## config.mk

```make
export PLATFORM = sky130hd
export DESIGN_NAME = uart_tx_arbiter
export DESIGN_NICKNAME = d
export VERILOG_FILES = /design/src/rtl/uart_tx_arbiter.sv
export SDC_FILE = /design/constraint.sdc
export NUM_CORES = 1
export LEC_CHECK = 0
export BUFFER_PORTS_ARGS = -buffer_cell sky130_fd_sc_hd__buf_2
export CORE_MARGIN = 2
export CORE_UTILIZATION = 50
export DETAILED_ROUTE_END_ITERATION = 8
export GPL_TIMING_DRIVEN = 0
export HOLD_SLACK_MARGIN = 0.08
export PLACE_DENSITY = 0.74
export SLEW_MARGIN = 25
export SYNTH_ARGS = -nofsm -noshare
export SYNTH_HDL_FRONTEND = slang
export SYNTH_SLANG_ARGS = --single-unit
```

## constraint.sdc

```tcl
create_clock -name sysclk -period 3.5 [get_ports sysclk]
set_clock_uncertainty 0.1 [all_clocks]
set_input_delay 0.525 -clock sysclk [delete_from_list [all_inputs] [get_ports sysclk]]
set_output_delay 0.525 -clock sysclk [all_outputs]
set_load 0.03 [all_outputs]
```

## src/rtl/uart_tx_arbiter.sv

```systemverilog
// Round-robin arbiter that shares one UART transmitter between N_REQ byte producers.
// Issues a one-cycle start strobe, waits for frame completion or timeout, then holds an idle gap.
module uart_tx_arbiter #(
    parameter int N_REQ        = 4,
    parameter int DATA_WIDTH   = 8,
    parameter int GAP_CLKS     = 16,
    parameter int TIMEOUT_CLKS = 13020
) (
    input  logic                          sysclk,
    input  logic                          rst,
    input  logic [N_REQ-1:0]              req_valid,
    input  logic [N_REQ*DATA_WIDTH-1:0]   req_data,
    output logic [N_REQ-1:0]              req_ready,
    output logic                          tx_dv,
    output logic [DATA_WIDTH-1:0]         tx_byte,
    input  logic                          tx_active,
    input  logic                          tx_done,
    output logic [$clog2(N_REQ)-1:0]      grant_id,
    output logic                          busy,
    output logic                          timeout_err
);
    // state  | meaning
    // IDLE   | waiting for a valid request while the transmitter is idle
    // ISSUE  | one cycle: tx_dv and req_ready pulse for the granted requester
    // WAIT   | frame in flight, timeout counter running
    // GAP    | GAP_CLKS idle cycles before the next arbitration

    localparam int ID_W  = $clog2(N_REQ);
    localparam int TO_W  = $clog2(TIMEOUT_CLKS) + 1;
    localparam int GAP_W = $clog2(GAP_CLKS) + 1;
    localparam logic [TO_W-1:0]  TO_LAST  = TO_W'(TIMEOUT_CLKS - 1);
    localparam logic [GAP_W-1:0] GAP_LOAD = GAP_W'((GAP_CLKS > 0) ? GAP_CLKS - 1 : 0);

    typedef enum logic [1:0] {S_IDLE, S_ISSUE, S_WAIT, S_GAP} state_t;

    state_t                  state, state_nxt;
    logic [ID_W-1:0]         ptr;
    logic [ID_W-1:0]         pick;
    logic [ID_W-1:0]         scan_idx;
    logic                    any_valid;
    logic [N_REQ-1:0]        pick_onehot;
    logic [DATA_WIDTH-1:0]   pick_byte;
    logic [TO_W-1:0]         to_cnt;
    logic [GAP_W-1:0]        gap_cnt;
    logic                    to_hit;
    logic                    grant;

    // ptr is the first index searched; it sits one past the last grant so that requester is last
    always_comb begin
        any_valid = 1'b0;
        pick      = '0;
        scan_idx  = '0;
        for (int i = 0; i < N_REQ; i++) begin
            scan_idx = ID_W'((int'(ptr) + i) % N_REQ);
            if (!any_valid && req_valid[scan_idx]) begin
                any_valid = 1'b1;
                pick      = scan_idx;
            end
        end
    end

    always_comb begin
        pick_onehot = '0;
        pick_byte   = '0;
        for (int i = 0; i < N_REQ; i++) begin
            if (ID_W'(i) == pick) begin
                pick_onehot[i] = 1'b1;
                pick_byte      = req_data[i*DATA_WIDTH +: DATA_WIDTH];
            end
        end
    end

    assign to_hit = (to_cnt >= TO_LAST);
    assign grant  = (state == S_IDLE) && (state_nxt == S_ISSUE);
    assign busy   = (state != S_IDLE);

    always_comb begin
        state_nxt = state;
        case (state)
            S_IDLE:  if (!tx_active && any_valid) state_nxt = S_ISSUE;
            S_ISSUE: state_nxt = S_WAIT;
            S_WAIT:  if (tx_done || to_hit) state_nxt = (GAP_CLKS == 0) ? S_IDLE : S_GAP;
            S_GAP:   if (gap_cnt == '0) state_nxt = S_IDLE;
            default: state_nxt = S_IDLE;
        endcase
    end

    always_ff @(posedge sysclk) begin
        if (rst) begin
            state       <= S_IDLE;
            ptr         <= '0;
            grant_id    <= '0;
            tx_byte     <= '0;
            tx_dv       <= 1'b0;
            req_ready   <= '0;
            to_cnt      <= '0;
            gap_cnt     <= '0;
            timeout_err <= 1'b0;
        end else begin
            state     <= state_nxt;
            tx_dv     <= 1'b0;
            req_ready <= '0;
            if (grant) begin
                tx_byte   <= pick_byte;
                grant_id  <= pick;
                ptr       <= (pick == ID_W'(N_REQ - 1)) ? '0 : pick + ID_W'(1);
                tx_dv     <= 1'b1;
                req_ready <= pick_onehot;
            end
            if (state == S_ISSUE) begin
                to_cnt <= '0;
            end else if (state == S_WAIT && to_cnt != '1) begin
                to_cnt <= to_cnt + TO_W'(1);
            end
            // a done arriving on the last timeout cycle wins, so no error is flagged
            if (state == S_WAIT && to_hit && !tx_done) timeout_err <= 1'b1;
            if (state == S_WAIT) begin
                gap_cnt <= GAP_LOAD;
            end else if (state == S_GAP && gap_cnt != '0) begin
                gap_cnt <= gap_cnt - GAP_W'(1);
            end
        end
    end

endmodule

```

==> impl_results.md <==
* Status: finished, final reports clean
* Chip height at 70.3 µm
* Hold crit path type: input pin to flop
* Post-DP HPWL at 3990 µm
* Worst Tran Pin Value at 568 ps
* Final cycle utilization of the critical path at 70.5%
* Layout Nets at 366
* I/O Buffers at 56
* Avg Cell Area, Syn at 8.55 µm²
* Worst Path Max Fanout at 10
* Mux contribution to synthesized area at 0.911%
* CP Capture Point: tx_byte[4]
* I/O pins at 57
* Gr usage total at 22.1%
* Worst r2r src: ptr[1]
* Clock Latency Late Sink at 290 ps
* CTS clock-pin slew for the worst setup and hold paths at 80 ps
* Largest family of logic cells by synthesized area: simple AND/OR/NAND/NOR gates
* Via density at 5.78
* Via count at 2156
* Clk pwr share at 33.9%
* Achievable clock frequency at 405 MHz
* Leak pwr at 0.00107 µW
* Area leader, netlist: dfxtp_1
* Ant diodes at 0
* Initial core utilization at 51.2%
* Post-route DRC at 0
* Yosys top cell area share at 36.4%
* Count leader, synth: dfxtp_1
* Area Growth Syn to Fin at 21.5%
* CP endpoint kind: flop
* Worst setup margin at 1030 ps
* CTS root buffer: clkbuf_8
* Synth Area in Adders at 3.42%
* Synthesis-stage register bit count at 40
* Sequential area share after synthesis at 36.4%
* PostCTS Resize Cnt at 0
* Slew Limit Fails at 0
* Critical Path RT at 3580 ps
* Initial antenna violation count at 0
* Unrepaired setup endpoints after global routing: false
* CP Launch Point: ptr[1]
* Syn Std Cell Area at 0.00220 mm²
* Mapped Nets at 303
* Pre-CTS WS at 802 ps
* Wire per inst at 14.2 µm
* Pin count of the biggest net entering global routing at 13
* Post-synth EDFFs at 0
* Setup TNS at 0 ps
* XOR/XNOR share of the synthesized area at 0.399%
* Reg2reg end: tx_byte[4]
* Async SR Flop Fraction at 0%
* Fin crit period at 2470 ps
* GR Overflow Total at 0
* CTS sink cnt at 40
* Simple-gate share of the synthesized area at 27.5%
* Clock Tree Buf Depth at 2
* # placed instances at 365
* Non-filler cells, final at 373
* Final Hold Vio Count at 0
* CTS tree: built
* Power per cell area at 454 mW/mm²
* Fill cells at 411
* FP Rows at 24
* Logic pwr share at 24.5%
* R2R depth at 9
* Crit path arrival time at 2550 ps
* DIE AREA at 0.00494 mm²
* Kind of start point of the critical path: flop
* Core ar. at 0.00429 mm²
* Final Wtd Congestion at 0.849
* Routed Antenna Nets at 0
* Most frequent cells after synthesis: 40 x dfxtp_1, 31 x a21oi_1, 22 x nand2_1, 15 x o21ai_0
* Post-CTS setup buffers at 0
* Worst setup path category: flop to flop
* Number of synthesis warnings at 0
* Ratio of cells with drive above 1 in the final layout at 27.7%
* Int Power at 855 µW
* First-pass GRT wire length at 8910 µm
* Gate Count Post-Synth at 257
* Num CTS Buffers at 5
* Die X at 70.3 µm
* Switch share at 29.4%
* Rel. slew slack at 62.1%
* Hold_buf cts at 0
* TritonRoute pass-1 iters at 4
* Reg power frac at 41.6%
* Max-cap violations at 0
* Number of H-tree levels at 2
* Peak VDD IR at 0.000288 V
* Setup violations, final at 0
* 1st-iter DRT viols at 110
* Core Util, Final at 62.2%
* Flop2flop setup slack at 1030 ps
* Top area cells in the synthesized netlist: dfxtp_1 36%, a21oi_1 7.1%, nand2_1 3.8%, ha_1 3.4%, o21ai_0 3.4%
* Sw power at 356 µW
* Vias in the first global route at 2042
* Compound-Gate Fraction of Synth Area at 26.2%
* Ys flop type: dfxtp_1
* Post-synth cell types at 55
* Final wirelength at 5320 µm
==> cell families (layout without fill, tap and decap cells) <==
logic type               count (synthesis)  after routing
AO/OA/AOI/OAI                           84             84
XOR/XNOR                                 1              1
adder cells (fa/ha/maj)                  6              6
buffers and inverters                   22             86
flip-flops                              40             40
multiplexers                             2              2
AND/OR/NAND/NOR                        102            102
==> metal layers <==
metal	up-vias	part of all wire, %	track usage (%)
li1	1092	-	-
met1	998	43	26.2
met2	49	50	38.3
met3	17	4.1	5.19
met4	0	2.8	8.76
met5	-	0	0
==> power by group through the flow <==
| stage | sequential, µW | combinational [µW] | clock (µW) |
|---|---|---|---|
| after global routing | 507 | 325 | 441 |
| after floorplan | 545 | 177 | 0 |
| after CTS | 503 | 298 | 422 |
| final | 503 | 297 | 410 |
| after detailed placement | 513 | 295 | 0 |
| after global placement | 513 | 289 | 0 |
==> per-stage QoR <==
| stage | hold WS [ps] | total power, µW | instance area [µm²] |
|---|---|---|---|
| 2_1_floorplan | 325 | 723 | 2200 |
| 6_report | 340 | 1210 | 2670 |
| 3_3_place_gp | 337 | 802 | 2540 |
| 3_5_place_dp | 341 | 808 | 2540 |
| 4_1_cts | 330 | 1220 | 2670 |
| 5_1_grt | 331 | 1270 | 2670 |
==> cell usage in the layout, fill, tap and decap left out, drive strengths merged, types with 8 or more instances in the layout <==
master,netlist,routed
clkbuf,7,14
o21ai,15,15
nand3,13,13
nand2,23,23
buf,5,61
nor3,8,8
a21oi,35,35
dfxtp,40,40
inv,9,9
nand2b,11,11
nor2,11,11
==> registers in the layout, indices dropped and copies added (netlist names) <==
register,count
state,2
gap_cnt,5
to_cnt,15
grant_id,2
timeout_err,1
tx_dv,1
tx_byte,8
req_ready,4
ptr,2
==> worst min path at each step <==
stage,startpoint,end,slack [ps],depth (start not counted)
2_1_floorplan,gap_cnt[4],gap_cnt[4],320,2
3_3_place_gp,timeout_err,timeout_err,340,2
3_5_place_dp,timeout_err,timeout_err,340,2
4_1_cts,tx_done,timeout_err,330,2
5_1_grt,tx_done,timeout_err,330,2
6_report,tx_done,timeout_err,340,2
==> critical path, cell delays in order, from the launching register on <==
cell      delay (ps)
dfxtp_1          420
a21oi_1           90
o21a_1           170
o22ai_1          400
inv_1            120
ha_1             320
clkbuf_1         250
a221o_1          310
nand3_1           90
a21oi_1           70
==> area by class of cell <==
| type | count | area (µm²) | area share [%] |
|---|---|---|---|
| buffer | 12 | 75.1 | 2.81 |
| tap | 52 | 65.1 | 2.44 |
| sequential | 40 | 801 | 30.0 |
| inverter | 10 | 37.5 | 1.41 |
| clock inverter | 1 | 30.0 | 1.13 |
| clock buffer | 7 | 96.3 | 3.61 |
| timing repair buffer | 56 | 280 | 10.5 |
| multi-input combinational | 195 | 1280 | 48.1 |
Power figures use the tool's default switching activity.
